File: config.mk
export PLATFORM = sky130hd
export DESIGN_NAME = apb_master_arbiter
export DESIGN_NICKNAME = d
export VERILOG_FILES = /design/src/rtl/apb_arbiter_pkg.sv /design/src/rtl/apb_rr_prio.sv /design/src/rtl/apb_master_arbiter.sv
export SDC_FILE = /design/constraint.sdc
export NUM_CORES = 1
export LEC_CHECK = 0
export BUFFER_PORTS_ARGS = -buffer_cell sky130_fd_sc_hd__buf_2
export CELL_PAD_IN_SITES_DETAIL_PLACEMENT = 1
export CELL_PAD_IN_SITES_GLOBAL_PLACEMENT = 1
export CORE_MARGIN = 5
export CORE_UTILIZATION = 29
export CTS_BUF_LIST = sky130_fd_sc_hd__clkbuf_2 sky130_fd_sc_hd__clkbuf_4 sky130_fd_sc_hd__clkbuf_8
export CTS_CLUSTER_DIAMETER = 50
export DETAILED_ROUTE_END_ITERATION = 12
export MAX_ROUTING_LAYER = met4
export PLACE_DENSITY = 0.79
export SETUP_SLACK_MARGIN = 0.05
export SYNTH_ARGS = -nofsm -noshare
export SYNTH_HDL_FRONTEND = slang
export SYNTH_SLANG_ARGS = --single-unit
File: constraint.sdc
create_clock -name clk -period 5.4 [get_ports clk]
set_clock_uncertainty 0.05 [all_clocks]
set_input_delay 1.35 -clock clk [delete_from_list [all_inputs] [get_ports clk]]
set_output_delay 1.35 -clock clk [all_outputs]
set_load 0.005 [all_outputs]
File: src/rtl/apb_arbiter_pkg.sv
// Shared types and helpers for the APB master arbiter.
// Purely declarative: no logic and no latency.
package apb_arbiter_pkg;

  typedef enum logic [1:0] {
    IDLE   = 2'd0,
    SETUP  = 2'd1,
    ACCESS = 2'd2
  } state_e;

  localparam int unsigned DEFAULT_TIMEOUT_CYCLES = 256;

  // A single requester still needs a 1-bit owner index.
  function automatic int unsigned idx_width(input int unsigned n);
    return (n > 1) ? $clog2(n) : 1;
  endfunction

endpackage

File: src/rtl/apb_rr_prio.sv
// Round-robin pick: scans req_i starting just after ptr_i (the last winner), wrapping.
// Combinational, zero latency; no backpressure, the caller decides when a grant is consumed.
module apb_rr_prio #(
  parameter int unsigned NB_REQ = 2,
  parameter int unsigned IW     = 1
) (
  input  logic [NB_REQ-1:0] req_i,
  input  logic [IW-1:0]     ptr_i,
  output logic [NB_REQ-1:0] gnt_o,
  output logic [IW-1:0]     idx_o,
  output logic              any_o
);

  always_comb begin
    gnt_o = '0;
    idx_o = '0;
    any_o = 1'b0;
    for (int unsigned k = 1; k <= NB_REQ; k++) begin
      if (!any_o && req_i[(32'(ptr_i) + k) % NB_REQ]) begin
        any_o = 1'b1;
        gnt_o[(32'(ptr_i) + k) % NB_REQ] = 1'b1;
        idx_o = IW'((32'(ptr_i) + k) % NB_REQ);
      end
    end
  end

endmodule

File: src/rtl/apb_master_arbiter.sv
// Shares one APB master among NB_REQ req/gnt/rvalid requesters; gnt at T, SETUP T+1, ACCESS T+2..,
// rvalid the cycle after pready; requesters hold req until gnt. APB_ARB_TIMEOUT_EN adds an ACCESS watchdog.
module apb_master_arbiter
  import apb_arbiter_pkg::*;
#(
  parameter int unsigned NB_REQ         = 2,
  parameter int unsigned APB_ADDR_WIDTH = 32,
  parameter int unsigned APB_DATA_WIDTH = 32,
  parameter int unsigned TIMEOUT_CYCLES = DEFAULT_TIMEOUT_CYCLES
) (
  input  logic                             clk,
  input  logic                             rst,
  input  logic [NB_REQ-1:0]                req_i,
  input  logic [NB_REQ-1:0]                we_i,
  input  logic [NB_REQ*APB_ADDR_WIDTH-1:0] addr_i,
  input  logic [NB_REQ*APB_DATA_WIDTH-1:0] wdata_i,
  output logic [NB_REQ-1:0]                gnt_o,
  output logic [NB_REQ-1:0]                rvalid_o,
  output logic [APB_DATA_WIDTH-1:0]        rdata_o,
  output logic                             err_o,
  output logic [APB_ADDR_WIDTH-1:0]        paddr,
  output logic [APB_DATA_WIDTH-1:0]        pwdata,
  output logic                             pwrite,
  output logic                             psel,
  output logic                             penable,
  input  logic [APB_DATA_WIDTH-1:0]        prdata,
  input  logic                             pready,
  input  logic                             pslverr
);

  localparam int unsigned IW = idx_width(NB_REQ);

  state_e                    state_q, state_d;
  logic [IW-1:0]             last_q, last_d;
  logic [IW-1:0]             own_q, own_d;
  logic [APB_ADDR_WIDTH-1:0] paddr_q, paddr_d;
  logic [APB_DATA_WIDTH-1:0] pwdata_q, pwdata_d;
  logic                      pwrite_q, pwrite_d;
  logic                      psel_q, psel_d;
  logic                      penable_q, penable_d;
  logic [NB_REQ-1:0]         rvalid_q, rvalid_d;
  logic [APB_DATA_WIDTH-1:0] rdata_q, rdata_d;
  logic                      err_q, err_d;
  logic                      timeout;

  logic [NB_REQ-1:0] rr_gnt;
  logic [IW-1:0]     rr_idx;
  logic              rr_any;

  apb_rr_prio #(.NB_REQ(NB_REQ), .IW(IW)) u_rr (
    .req_i (req_i),
    .ptr_i (last_q),
    .gnt_o (rr_gnt),
    .idx_o (rr_idx),
    .any_o (rr_any)
  );

`ifdef APB_ARB_TIMEOUT_EN
  localparam int unsigned CW = $clog2(TIMEOUT_CYCLES + 1);
  logic [CW-1:0] cnt_q, cnt_d;
  // cnt_q counts earlier stalled ACCESS cycles; this stalled cycle is the one that hits the limit.
  assign timeout = (cnt_q == CW'(TIMEOUT_CYCLES - 1));
`else
  assign timeout = 1'b0;
`endif

  // Grant is combinational in IDLE and masked while reset is held.
  assign gnt_o = (state_q == IDLE && !rst) ? rr_gnt : '0;

  always_comb begin
    state_d   = state_q;
    last_d    = last_q;
    own_d     = own_q;
    paddr_d   = paddr_q;
    pwdata_d  = pwdata_q;
    pwrite_d  = pwrite_q;
    psel_d    = psel_q;
    penable_d = penable_q;
    rvalid_d  = '0;
    rdata_d   = rdata_q;
    err_d     = err_q;
`ifdef APB_ARB_TIMEOUT_EN
    cnt_d     = cnt_q;
`endif
    unique case (state_q)
      IDLE: begin
        if (rr_any) begin
          state_d  = SETUP;
          last_d   = rr_idx;
          own_d    = rr_idx;
          paddr_d  = addr_i[32'(rr_idx)*APB_ADDR_WIDTH +: APB_ADDR_WIDTH];
          pwdata_d = wdata_i[32'(rr_idx)*APB_DATA_WIDTH +: APB_DATA_WIDTH];
          pwrite_d = we_i[rr_idx];
          psel_d   = 1'b1;
        end
      end
      SETUP: begin
        state_d   = ACCESS;
        penable_d = 1'b1;
`ifdef APB_ARB_TIMEOUT_EN
        cnt_d     = '0;
`endif
      end
      ACCESS: begin
        if (pready) begin
          state_d          = IDLE;
          psel_d           = 1'b0;
          penable_d        = 1'b0;
          rvalid_d[own_q]  = 1'b1;
          rdata_d          = pwrite_q ? '0 : prdata;
          err_d            = pslverr;
        end else if (timeout) begin
          state_d          = IDLE;
          psel_d           = 1'b0;
          penable_d        = 1'b0;
          rvalid_d[own_q]  = 1'b1;
          rdata_d          = '0;
          err_d            = 1'b1;
        end
`ifdef APB_ARB_TIMEOUT_EN
        else begin
          cnt_d = cnt_q + CW'(1);
        end
`endif
      end
      default: state_d = IDLE;
    endcase
  end

  always_ff @(posedge clk or posedge rst) begin
    if (rst) begin
      state_q   <= IDLE;
      last_q    <= IW'(NB_REQ - 1);
      own_q     <= '0;
      paddr_q   <= '0;
      pwdata_q  <= '0;
      pwrite_q  <= 1'b0;
      psel_q    <= 1'b0;
      penable_q <= 1'b0;
      rvalid_q  <= '0;
      rdata_q   <= '0;
      err_q     <= 1'b0;
`ifdef APB_ARB_TIMEOUT_EN
      cnt_q     <= '0;
`endif
    end else begin
      state_q   <= state_d;
      last_q    <= last_d;
      own_q     <= own_d;
      paddr_q   <= paddr_d;
      pwdata_q  <= pwdata_d;
      pwrite_q  <= pwrite_d;
      psel_q    <= psel_d;
      penable_q <= penable_d;
      rvalid_q  <= rvalid_d;
      rdata_q   <= rdata_d;
      err_q     <= err_d;
`ifdef APB_ARB_TIMEOUT_EN
      cnt_q     <= cnt_d;
`endif
    end
  end

  assign rvalid_o = rvalid_q;
  assign rdata_o  = rdata_q;
  assign err_o    = err_q;
  assign paddr    = paddr_q;
  assign pwdata   = pwdata_q;
  assign pwrite   = pwrite_q;
  assign psel     = psel_q;
  assign penable  = penable_q;

endmodule

* Word-level counts from Yosys, hierarchy flattened
Cells that the tools add are included.
** Word-level totals
- Register bits :: 106
- Latch bits :: 0
- RAM bits :: 0
- ROM bits :: 0
- Input port bits :: 168
- Memories kept :: 0
** Cells by class
- Add/sub/neg operators :: 2
- Multiply operators :: 0
- Divide/modulo/power cells :: 0
- Order comparisons :: 7
- Equal/unequal tests :: 4
- Shift-type cells :: 2
- Mux-type cells :: 29
- Bitwise gates (word level) :: 1
- Reduce and logical (&&, ||, !) cells :: 15
** Operators with widths (number)
- $shiftx 64x7->32 :: 2
- $mux 32 :: 1
- $mux 1 :: 15
- $mux 2 :: 7
- $lt 1x2->1 const B :: 4
- $reduce_and 2->1 :: 4
- $pmux 2 s3 :: 1
- $logic_and 1x1->1 :: 5
- $ne 2x2->1 const B :: 2
- $pmux 1 s2 :: 2
- $reduce_bool 2->1 :: 2
- $demux 1 s1 :: 3
- $ge 1x1->1 const B :: 3
- $reduce_and 3->1 :: 1
- $add 1x1->1 const B :: 2
- $eq 2x1->1 const B :: 1
- $eq 2x2->1 const B :: 1
- $logic_not 1->1 :: 2
- $logic_not 2->1 :: 1
- $or 2x2->2 :: 1

* Depth between registers and ports, before layout
Gate-level depths: netlist of run 1.
- Word-level depth :: 9
- Depth in mapped cells :: 6

* Modules after synthesis
A second synthesis of run 1 with hierarchy kept.
** Unflattened totals
- Cell total of the unflattened synthesis :: 344
- Area total of the unflattened synthesis :: 5052.3 sq um
** Modules (own cells, without submodules)
- apb_master_arbiter :: times used 1, cells each 339, area an instance 5019.8 sq um
- apb_rr_prio :: times used 1, cells each 5, area an instance 32.5 sq um

* Worst setup path before layout of run 1
Ideal clock, no wire load.
- Path type :: input to output
- Start :: input rst
- End :: output gnt_o[1]
- Arrival time :: 3981 ps
- Slack :: 19 ps
- Cell stages on the path :: 2
- Buffers on the path :: 0
- Path through :: inv_1 > and3_1
** Between the ends
- Cells in the longest elaborated chain, start to end :: 3
** Ends and longest elaborated chain
- start: declaration :: RTL line apb_master_arbiter.sv:12 : input logic rst,
- $logic_not 1->1 (no source line)
- $logic_and 1x1->1 :: RTL line apb_master_arbiter.sv:68 : assign gnt_o = (state_q == IDLE && !rst) ? rr_gnt : '0;
- $mux 2 :: RTL line apb_master_arbiter.sv:68
- end: declaration :: RTL line apb_master_arbiter.sv:17 : output logic [NB_REQ-1:0] gnt_o,
No other way between the ends.

* Final worst setup path of run 1
- Start :: register state_q[1]
- End :: output gnt_o[0]
** Between the ends
- Cells in the longest elaborated chain, start to end :: 3
** Ends and longest elaborated chain
- start: declaration :: RTL line apb_master_arbiter.sv:33 : state_e state_q, state_d;
- start signal: assignment :: RTL line apb_master_arbiter.sv:147 : state_q <= state_d;
- $logic_not 2->1 :: RTL line apb_master_arbiter.sv:68
- $logic_and 1x1->1 :: RTL line apb_master_arbiter.sv:68
- $mux 2 :: RTL line apb_master_arbiter.sv:68
No other way between the ends.

==> flow_summary.toml, run 1 <==
[drt]
via_per_inst = 4.79
drc_errors = 0
drt_iter0_drc = 173
via_count = 4771
avgRoutedWirePerCell_um = 16.9
antenna_left = 0
drt-total-wl_um = 16900
drt-pass1-iter-count = 6

[global_routing]
grt_first_pass_wirelength_um = 25600
grt_max_degree = 67
grt_pass1_vias = 5031
overflow = 0
antenna_found_initial = 0
grt.total_usage = 0.176

[run_status]
status = "completed"

[logic_synthesis]
yosys.area.top_type = "dfrtp_1"
synthTopCellsByCount = "nand2_1 (164), dfrtp_1 (105), a21oi_1 (67), a31oi_1 (63), nand2b_1 (33)"
synth.top_cells.by_area = "dfrtp_1 (55%), nand2_1 (13%), a31oi_1 (8.3%)"
seq_area_frac_synth = 0.559
synth_cell_types = 27
synth_seq_cells = 106
synth_fp_nets = 700
syn_area_um2 = 4750
synthArstFlopShare = 1.00
synth-main-ff-cell = "dfrtp_1"
synth.avg_cell_area_um2 = 8.92
yosys_warnings = 0
syn_inst = 532
synth_enable_flop_cells = 0
yosysTopAreaCellShare = 0.554
synth.most_common_cell = "nand2_1"

[final_layout]
num_antenna_cells = 0
utilization = 0.400
drive_gt1_frac = 0.391
final_area_um2 = 6410
nets = 944
area_growth_pct = 34.9
nFillCells = 2034

[floorplanning]
fp.dieW_um = 138
die_area_um2 = 19000
floorplan.initialDensity = 0.297
row_count = 46
ioPinCount = 272
core_um2 = 16000
die_y_um = 138

[placed_design]
place_area_um2 = 6220
place_hpwl_um = 12100
portBuffers = 271
gp_congestion = 0.757

[sta]
hold_violations = 0
setup_viol = 0
relSlewSlack = 0.287
fmax_mhz = 271
fin_crit_ns = 3.69
holdWs_ns = 0.438
period_share = 0.684
rsz0062_at_grt = "no"
slew_viol_final = 0
setup_tns_ns = 0
worst_pin_slew_ns = 1.07

[clocking]
cts_tree = "done"
root_buffer = "clkbuf_8"
cts_resized = 0
cts_inserted_buffers = 9
cts_setup_buffers = 0
cts.sinks = 106
clk_latency_ns = 0.38
clk_pin_slew_ns = 0.10
htreeDepth = 3
cts_buffer_depth = 2
hold_buffers = 0

[setup_path]
cp_max_fo = 36
path_class = "reg -> out"
worstPathArrival_ns = 2.29
end_kind = "primary output"
crit_chain = "nor2_4 > nand2_1 > nor3_1 > buf_2"
max_stage_delay_ns = 0.72
critPathRequiredTime_ns = 4.00
cpMaxStageDelayCell = "nor2_4"
start_kind = "flop"
r2r_setup_slack_ns = 2.65

[power]
ir_worst_vdd_mv = 0.157
internal_power_w = 0.00195
switching_share = 0.399
p_clk_frac = 0.147
switchingPower_w = 0.00130
p_leak_nw = 3.19
power_frac_seq = 0.426
p_comb_frac = 0.427
finalPower_w = 0.00325
power.density_nw_per_um2 = 507

[hold_path]
min_path_type = "reg -> reg"

[flow_run]
maxCapViolCount = 0
## power by group through the flow
stage / Combinational, W / Sequential [W] / Clock [W]
3_3_place_gp: 0.00138 / 0.00138 / 0
5_1_grt: 0.00156 / 0.00144 / 0.000536
4_1_cts: 0.00142 / 0.00139 / 0.000502
3_5_place_dp: 0.00142 / 0.00140 / 0
2_1_floorplan: 0.000768 / 0.00140 / 0
6_report: 0.00139 / 0.00138 / 0.000478
## final timing paths
kind,endpoint,cells after the start,from
min,psel,1,psel
min reg2reg,psel,1,psel
max reg2reg,pwdata[25],4,state_q[1]
max,gnt_o[0],4,state_q[1]
min in group asynchronous,rdata_o[10],3,rst
max in group asynchronous,pwdata[4],4,rst
## per-layer routing
layer,global-route usage,vias up,share of wire
met1,0.213,2293,0.43
li1,-,2291,-
met4,0.0368,0,0.0098
met3,0.0385,13,0.065
met2,0.304,174,0.49
met5,-,-,0
## worst max-delay path: cells and delay by family (launching register included)
kind          cells  cell delay [ns]
flops             1             0.47
buf+inv           1             0.18
simple gates      3             1.26
## cell families after synthesis
logic type / Yosys count / share of synthesized area
mux: 2 / 0.00448
flops: 106 / 0.559
compound gates: 169 / 0.202
buf+inv: 49 / 0.0501
simple gates: 206 / 0.184
## layout make-up
cell class / count / area, um^2 / area share
Sequential cell: 106 / 2650 / 0.414
Multi-Input combinational cell: 377 / 1870 / 0.292
Timing Repair Buffer: 279 / 1420 / 0.221
Tap cell: 216 / 270 / 0.0422
Clock buffer: 11 / 145 / 0.0227
Clock inverter: 5 / 36.3 / 0.00566
Inverter: 3 / 15.0 / 0.00234
## stage by stage
step | setup slack (ns) | cells
global route | 1.53 | 997
global placement | 1.85 | 981
detailed placement | 1.88 | 981
finish | 1.71 | 997
CTS | 1.67 | 997
floorplan | 0.713 | 532
## flip-flops by register name (all words and copies together), names as in the netlist
register / cells
pwdata: 32
err_o: 1
rdata_o: 32
rvalid_o: 2
state_q: 2
psel: 1
last_q: 1
paddr: 32
pwrite: 1
own_q: 1
penable: 1
## layout by cell type, fill, tap and decap left out, types with 2 or more instances in the layout
master	instances
inv_1	2
clkbuf_8	10
a22o_1	2
buf_2	271
a21oi_1	67
a31oi_2	2
nand2b_1	33
o21ai_0	32
buf_4	8
a31oi_1	63
nand2_1	164
nor2_1	2
inv_6	3
dfrtp_1	105
clkinv_2	2
Note: power is estimated with default switching activity, not from simulation.
==> run 2: changes to the inputs <==
--- a/config.mk
+++ b/config.mk
@@ -5,16 +5,17 @@
 export SDC_FILE = /design/constraint.sdc
 export NUM_CORES = 1
 export LEC_CHECK = 0
+export ABC_AREA = 1
 export BUFFER_PORTS_ARGS = -buffer_cell sky130_fd_sc_hd__buf_2
 export CELL_PAD_IN_SITES_DETAIL_PLACEMENT = 1
 export CELL_PAD_IN_SITES_GLOBAL_PLACEMENT = 1
 export CORE_MARGIN = 5
-export CORE_UTILIZATION = 29
+export CORE_UTILIZATION = 32
 export CTS_BUF_LIST = sky130_fd_sc_hd__clkbuf_2 sky130_fd_sc_hd__clkbuf_4 sky130_fd_sc_hd__clkbuf_8
 export CTS_CLUSTER_DIAMETER = 50
 export DETAILED_ROUTE_END_ITERATION = 12
 export MAX_ROUTING_LAYER = met4
-export PLACE_DENSITY = 0.79
+export PLACE_DENSITY = 0.83
 export SETUP_SLACK_MARGIN = 0.05
 export SYNTH_ARGS = -nofsm -noshare
 export SYNTH_HDL_FRONTEND = slang
==> constraint.sdc (replaced) <==
create_clock -name clk -period 3.86 [get_ports clk]
set_clock_uncertainty 0.05 [all_clocks]
set_input_delay 0.965 -clock clk [delete_from_list [all_inputs] [get_ports clk]]
set_output_delay 0.965 -clock clk [all_outputs]
set_load 0.005 [all_outputs]
==> run 2 against run 1 <==
Against the previous run: wire length increased by 11%; non-clock buffer count fell by 1; design area grew 8.6%; first-iteration DRC count up 29%; sequential power is 40% higher; clock-buffer cell count increased by 1; critical path depth rose by 1; via count increased by 18%; flip-flop and latch count unchanged; core utilization rose by 2.2 points; area after synthesis grew 12%; sequential share of layout area down 3.3 points; critical path type is now in -> out; largest cell class unchanged.
==> flow_summary.toml, run 2 <==
[run_status]
status = "completed"

[power]
power_frac_seq = 0.414
p_comb_frac = 0.442
internal_power_w = 0.00272
ir_worst_vdd_mv = 0.290
power.density_nw_per_um2 = 670
p_clk_frac = 0.143
p_leak_nw = 4.36
switchingPower_w = 0.00195
switching_share = 0.417

[setup_path]
crit_buf_inv = 2
critPathRequiredTime_ns = 2.84
cp-startpoint = "req_i[0]"
cp_common_cell = "buf_2"
path_class = "in -> out"
start_kind = "primary input"
critPathTopFamily = "simple AND/OR/NAND/NOR gates"
max_stage_delay_ns = 0.18
crit_chain = "buf_2 > nand2_2 > nand4_1 > nor2_1 > buf_2"
end_kind = "primary output"
worstPathArrival_ns = 1.62
cpMaxStageDelayCell = "nand4_1"
regToRegStartpoint = "last_q"
cp_max_fo = 3
r2r_setup_slack_ns = 1.82

[logic_synthesis]
yosys_warnings = 0
syn_area_um2 = 5330
synth.top_cells.by_area = "dfrtp_1 (49%), nand2_1 (19%), nand3_1 (12%)"
synth.avg_cell_area_um2 = 7.24
synth.most_common_cell = "nand2_1"
syn_inst = 736
synthArstFlopShare = 1.00
seq_area_frac_synth = 0.498
yosys.area.top_type = "dfrtp_1"
synth-main-ff-cell = "dfrtp_1"
synth_seq_cells = 106
synth_cell_types = 18
synth_enable_flop_cells = 0
synthTopCellsByCount = "nand2_1 (271), inv_1 (135), nand3_1 (131), dfrtp_1 (105), o21ai_0 (35)"
yosysTopAreaCellShare = 0.493
synth_fp_nets = 904

[sta]
setup_viol = 0
fmax_mhz = 380
period_share = 0.682
slew_viol_final = 0
hold_violations = 0
setup_tns_ns = 0
holdWs_ns = 0.382
rsz0062_at_grt = "no"
setup_ws_ns = 1.23
relSlewSlack = 0.283
fin_crit_ns = 2.63
worst_pin_slew_ns = 1.07

[drt]
drc_errors = 0
via_per_inst = 4.66
drt-pass1-iter-count = 4
via_count = 5620
avgRoutedWirePerCell_um = 15.6
drt_iter0_drc = 223
antenna_left = 0
drt-total-wl_um = 18700

[final_layout]
nets = 1147
final_area_um2 = 6960
drive_gt1_frac = 0.310
final_cell_mix = "buf_2 (271), nand2_1 (269), inv_1 (134), nand3_1 (131), dfrtp_1 (105)"
area_growth_pct = 30.6
nFillCells = 2193
layout_commonest_cell = "buf_2"

[floorplanning]
floorplan.initialDensity = 0.324
row_count = 47
core_um2 = 16500
fp.dieW_um = 139
die_area_um2 = 19300
die_y_um = 139
ioPinCount = 272

[clocking]
cts.sinks = 106
hold_buffers = 0
cts_inserted_buffers = 9
cts_setup_buffers = 0
htreeDepth = 3
root_buffer = "clkbuf_8"
clk_latency_ns = 0.37
cts_resized = 0
cts_tree = "done"
clk_pin_slew_ns = 0.11
cts_buffer_depth = 2

[hold_path]
min_path_type = "reg -> reg"
hp-start = "own_q"

[global_routing]
grt_pass1_vias = 5940
overflow = 0
antenna_found_initial = 1
grt_first_pass_wirelength_um = 30300
grt_max_degree = 70
grt.total_usage = 0.198

[placed_design]
place_area_um2 = 6780
portBuffers = 271
place_ws_ns = 1.05
gp_congestion = 0.789
place_hpwl_um = 13400

[flow_run]
maxCapViolCount = 0
==> run 2: cell count changes in the layout (fill, tap and decap cells not counted), sizes merged, moves of 2 or more <==
| cell | previous run | this run |
|---|---|---|
| a21oi | 67 | 0 |
| clkinv | 2 | 4 |
| o21ai | 32 | 35 |
| nand2b | 33 | 0 |
| a22o | 2 | 0 |
| inv | 5 | 138 |
| nand3 | 0 | 131 |
| nor2 | 3 | 6 |
| a31oi | 65 | 0 |
| nand2 | 164 | 272 |
==> run 2: worst register-to-register path: stages (launching register included) <==
cell	delay, ns
dfstp_2	0.39
nand2_2	0.06
buf_4	0.56
nand2_2	0.30
buf_4	0.34
nand2_1	0.12
nand3_1	0.09
nand2_1	0.11
==> run 2: cell families (layout without fill, tap and decap cells) <==
family	Yosys count	count (layout)	synth area share
simple gates	411	411	0.324
compound gates	35	35	0.0329
other cells	0	1	0
flops	106	106	0.498
buf+inv	184	432	0.145
==> run 2: cell type report <==
cell class	count	area [um^2]	share of cell area
antenna	1	2.50	0.000360
clock buffer	12	153	0.0219
clock inverter	4	27.5	0.00396
inverter	138	520	0.0748
multi-input combinational	446	1910	0.274
sequential	106	2650	0.381
tap	220	275	0.0396
timing repair buffer	278	1420	0.204
==> run 2: final timing paths <==
path | cells past startpoint | end
worst max-delay path | 5 | gnt_o[1]
worst min-delay path | 1 | rvalid_o[0]
worst max register to register | 7 | pwdata[21]
worst min register to register | 1 | rvalid_o[0]
max in group asynchronous | 3 | paddr[21]
min in group asynchronous | 2 | paddr[15]
==> run 2: per-layer routing <==
metal,part of all wire,vias up,track usage
met2,0.52,174,0.332
met3,0.050,35,0.0390
li1,-,2698,-
met1,0.41,2713,0.237
met4,0.024,0,0.0700
met5,0,-,-
==> run 2: power groups by stage <==
stage	clock network, W	logic (W)	registers, W
floorplan	0	0.00113	0.00198
finish	0.000669	0.00206	0.00193
CTS	0.000694	0.00212	0.00193
global route	0.000755	0.00234	0.00201
global placement	0	0.00202	0.00193
detailed placement	0	0.00211	0.00194
==> run 2: metrics by stage <==
step | utilization | std cells | total power, W
2_1_floorplan | - | 736 | 0.00311
3_3_place_gp | 0.412 | 1188 | 0.00396
3_5_place_dp | 0.412 | 1188 | 0.00405
4_1_cts | 0.422 | 1204 | 0.00474
5_1_grt | 0.423 | 1205 | 0.00511
6_report | 0.423 | 1205 | 0.00467
==> run 3: changes to the inputs <==
--- a/config.mk
+++ b/config.mk
@@ -5,17 +5,17 @@
 export SDC_FILE = /design/constraint.sdc
 export NUM_CORES = 1
 export LEC_CHECK = 0
-export ABC_AREA = 1
+export ABC_AREA = 0
 export BUFFER_PORTS_ARGS = -buffer_cell sky130_fd_sc_hd__buf_2
 export CELL_PAD_IN_SITES_DETAIL_PLACEMENT = 1
 export CELL_PAD_IN_SITES_GLOBAL_PLACEMENT = 1
 export CORE_MARGIN = 5
-export CORE_UTILIZATION = 32
+export CORE_UTILIZATION = 29
 export CTS_BUF_LIST = sky130_fd_sc_hd__clkbuf_2 sky130_fd_sc_hd__clkbuf_4 sky130_fd_sc_hd__clkbuf_8
 export CTS_CLUSTER_DIAMETER = 50
 export DETAILED_ROUTE_END_ITERATION = 12
 export MAX_ROUTING_LAYER = met4
-export PLACE_DENSITY = 0.83
+export PLACE_DENSITY = 0.79
 export SETUP_SLACK_MARGIN = 0.05
 export SYNTH_ARGS = -nofsm -noshare
 export SYNTH_HDL_FRONTEND = slang
==> constraint.sdc (replaced) <==
create_clock -name clk -period 2.3 [get_ports clk]
set_clock_uncertainty 0.05 [all_clocks]
set_input_delay 0.575 -clock clk [delete_from_list [all_inputs] [get_ports clk]]
set_output_delay 0.575 -clock clk [all_outputs]
set_load 0.005 [all_outputs]
==> run 3 against run 2 <==
Against the previous run: final cell count decreased by 16%; combinational power grew 67%; clock-buffer cell count is 3 lower; global-route usage is 1.6 points lower; design area shrank 6.1%; setup slack lost 1.0 ns; hold slack got worse by 0.052 ns; flip-flop and latch count unchanged; core utilization shrank 1.4 points; via count down 13%; clock power grew 78%; first-iteration DRC count is 19% lower.
==> flow_summary.toml, run 3 (synthesized netlist as in run 1, its figures left out) <==
[run_status]
status = "completed"

[drt]
antenna_left = 0
drt-total-wl_um = 17200
drt_iter0_drc = 181
drc_errors = 0
via_count = 4880
drt-pass1-iter-count = 4
via_per_inst = 4.85
avgRoutedWirePerCell_um = 17.1

[final_layout]
layout_commonest_cell = "buf_2"
multi_input_area_um2 = 1870
stdcell_count = 1007
area_growth_pct = 37.7
num_antenna_cells = 0
nFillCells = 2003
final_cell_mix = "buf_2 (271), nand2_1 (164), dfrtp_1 (104), a21oi_1 (67), a31oi_1 (63)"
nets = 954
drive_gt1_frac = 0.399
seq_area_um2 = 2660

[clocking]
clk_pin_slew_ns = 0.10
htreeDepth = 3
cts.sinks = 106
hold_buffers = 0
clk_latency_ns = 0.37
root_buffer = "clkbuf_8"
cts_inserted_buffers = 9
cts_tree = "done"
cts_buffer_depth = 2

[power]
ir_worst_vdd_mv = 0.377
power.density_nw_per_um2 = 1200
switching_share = 0.393
p_clk_frac = 0.152
power_frac_seq = 0.410
switchingPower_w = 0.00308
p_comb_frac = 0.438
p_leak_nw = 3.25
internal_power_w = 0.00476

[placed_design]
portBuffers = 271
place_hpwl_um = 12700
place_inst = 989
gp_congestion = 0.753

[setup_path]
rr_endpoint = "pwdata[9]"
worstPathArrival_ns = 1.45
cp_max_fo = 6
path_class = "reg -> out"
max_stage_delay_ns = 0.47
critPathRequiredTime_ns = 1.67
r2r_setup_slack_ns = 0.76
cpMaxStageDelayCell = "dfrtp_2"
crit_chain = "nor2_4 > nand2_1 > nor3_1 > buf_2"
regToRegStartpoint = "state_q[1]"
start_kind = "flop"
reg2reg_depth = 5
end_kind = "primary output"

[global_routing]
grt.total_usage = 0.182
grt_first_pass_wirelength_um = 26200
overflow = 0
grt_pass1_vias = 5174
grt_max_degree = 107
antenna_found_initial = 0
gr-usage-met3 = 0.0410
grt_busiest_layer = "met2"
grt_use_met2 = 0.326
grtUsageMet1 = 0.207

[sta]
period_share = 0.904
setup_tns_ns = 0
slew_viol_final = 0
relSlewSlack = 0.592
hold_violations = 0
rsz0062_at_grt = "no"
worst_pin_slew_ns = 0.612
setup_viol = 0
fmax_mhz = 481
holdWs_ns = 0.329
fin_crit_ns = 2.08

[hold_path]
min_path_type = "in -> async"

[floorplanning]
floorplan.initialDensity = 0.297
ioPinCount = 272
die_y_um = 138
fp.dieW_um = 138
row_count = 46
core_um2 = 16000
die_area_um2 = 19000

[flow_run]
maxCapViolCount = 0
run 3: cell types whose count changed in the layout (fill, tap and decap cells not counted), moves of 3 or more:
cell      delta
inv_1      -132
nand3_1    -131
nand2_1    -105
a21oi_1     +67
a31oi_1     +63
nand2b_1    +33
buf_4        +9
inv_2        -3
inv_6        +3
nand2_2      -3
o21ai_0      -3
run 3: how the worst max path moves through the flow:
stage	from	endpoint	slack [ns]	cells after the start
2_1_floorplan	rst	gnt_o[1]	-0.84	2
3_3_place_gp	state_q[0]	gnt_o[0]	0.43	4
3_5_place_dp	state_q[1]	gnt_o[0]	0.41	4
4_1_cts	state_q[1]	gnt_o[0]	0.15	4
5_1_grt	state_q[1]	gnt_o[0]	0.05	4
6_report	state_q[1]	gnt_o[0]	0.22	4
run 3: timing repair:
| action | CTS | global route |
|---|---|---|
| setup buffers | 2 | 0 |
| gates resized for setup | 0 | 1 |
| pin swaps | 1 | 0 |
| endpoints found under the setup margin | 1 | 1 |
run 3: stage by stage:
stage           util  worst slack, ns  instance area (um^2)  power (W)
2_1_floorplan      -           -0.837                  4750    0.00509
3_3_place_gp   0.395            0.434                  6320    0.00661
3_5_place_dp   0.395            0.410                  6320    0.00674
4_1_cts        0.408            0.152                  6540    0.00799
5_1_grt        0.409           0.0542                  6540    0.00851
6_report       0.409            0.221                  6540    0.00783
run 3: power by group through the flow:
stage	Sequential [W]	Clock [W]	Combinational, W
after CTS	0.00323	0.00125	0.00351
after floorplan	0.00328	0	0.00180
after global placement	0.00321	0	0.00340
final	0.00321	0.00119	0.00343
after global routing	0.00332	0.00132	0.00386
after detailed placement	0.00326	0	0.00348
run 3: per-layer routing:
layer  routed length, um  part of all wire
met1                7010              0.41
met2                8750              0.51
met3                1280             0.074
met4                 199             0.012
met5                   0                 0
run 3: critical path, delay by kind of cell, from the launching register on:
kind | cells | cell delay, ns
flip-flops | 1 | 0.47
AND/OR/NAND/NOR | 3 | 0.45
buffers and inverters | 1 | 0.17
run 3: area by class of cell:
class | count | share of cell area
Clock inverter | 7 | 0.0113
Multi-Input combinational cell | 377 | 0.286
Timing Repair Buffer | 289 | 0.234
Clock buffer | 9 | 0.0190
Inverter | 3 | 0.00230
Tap cell | 216 | 0.0413
Sequential cell | 106 | 0.406
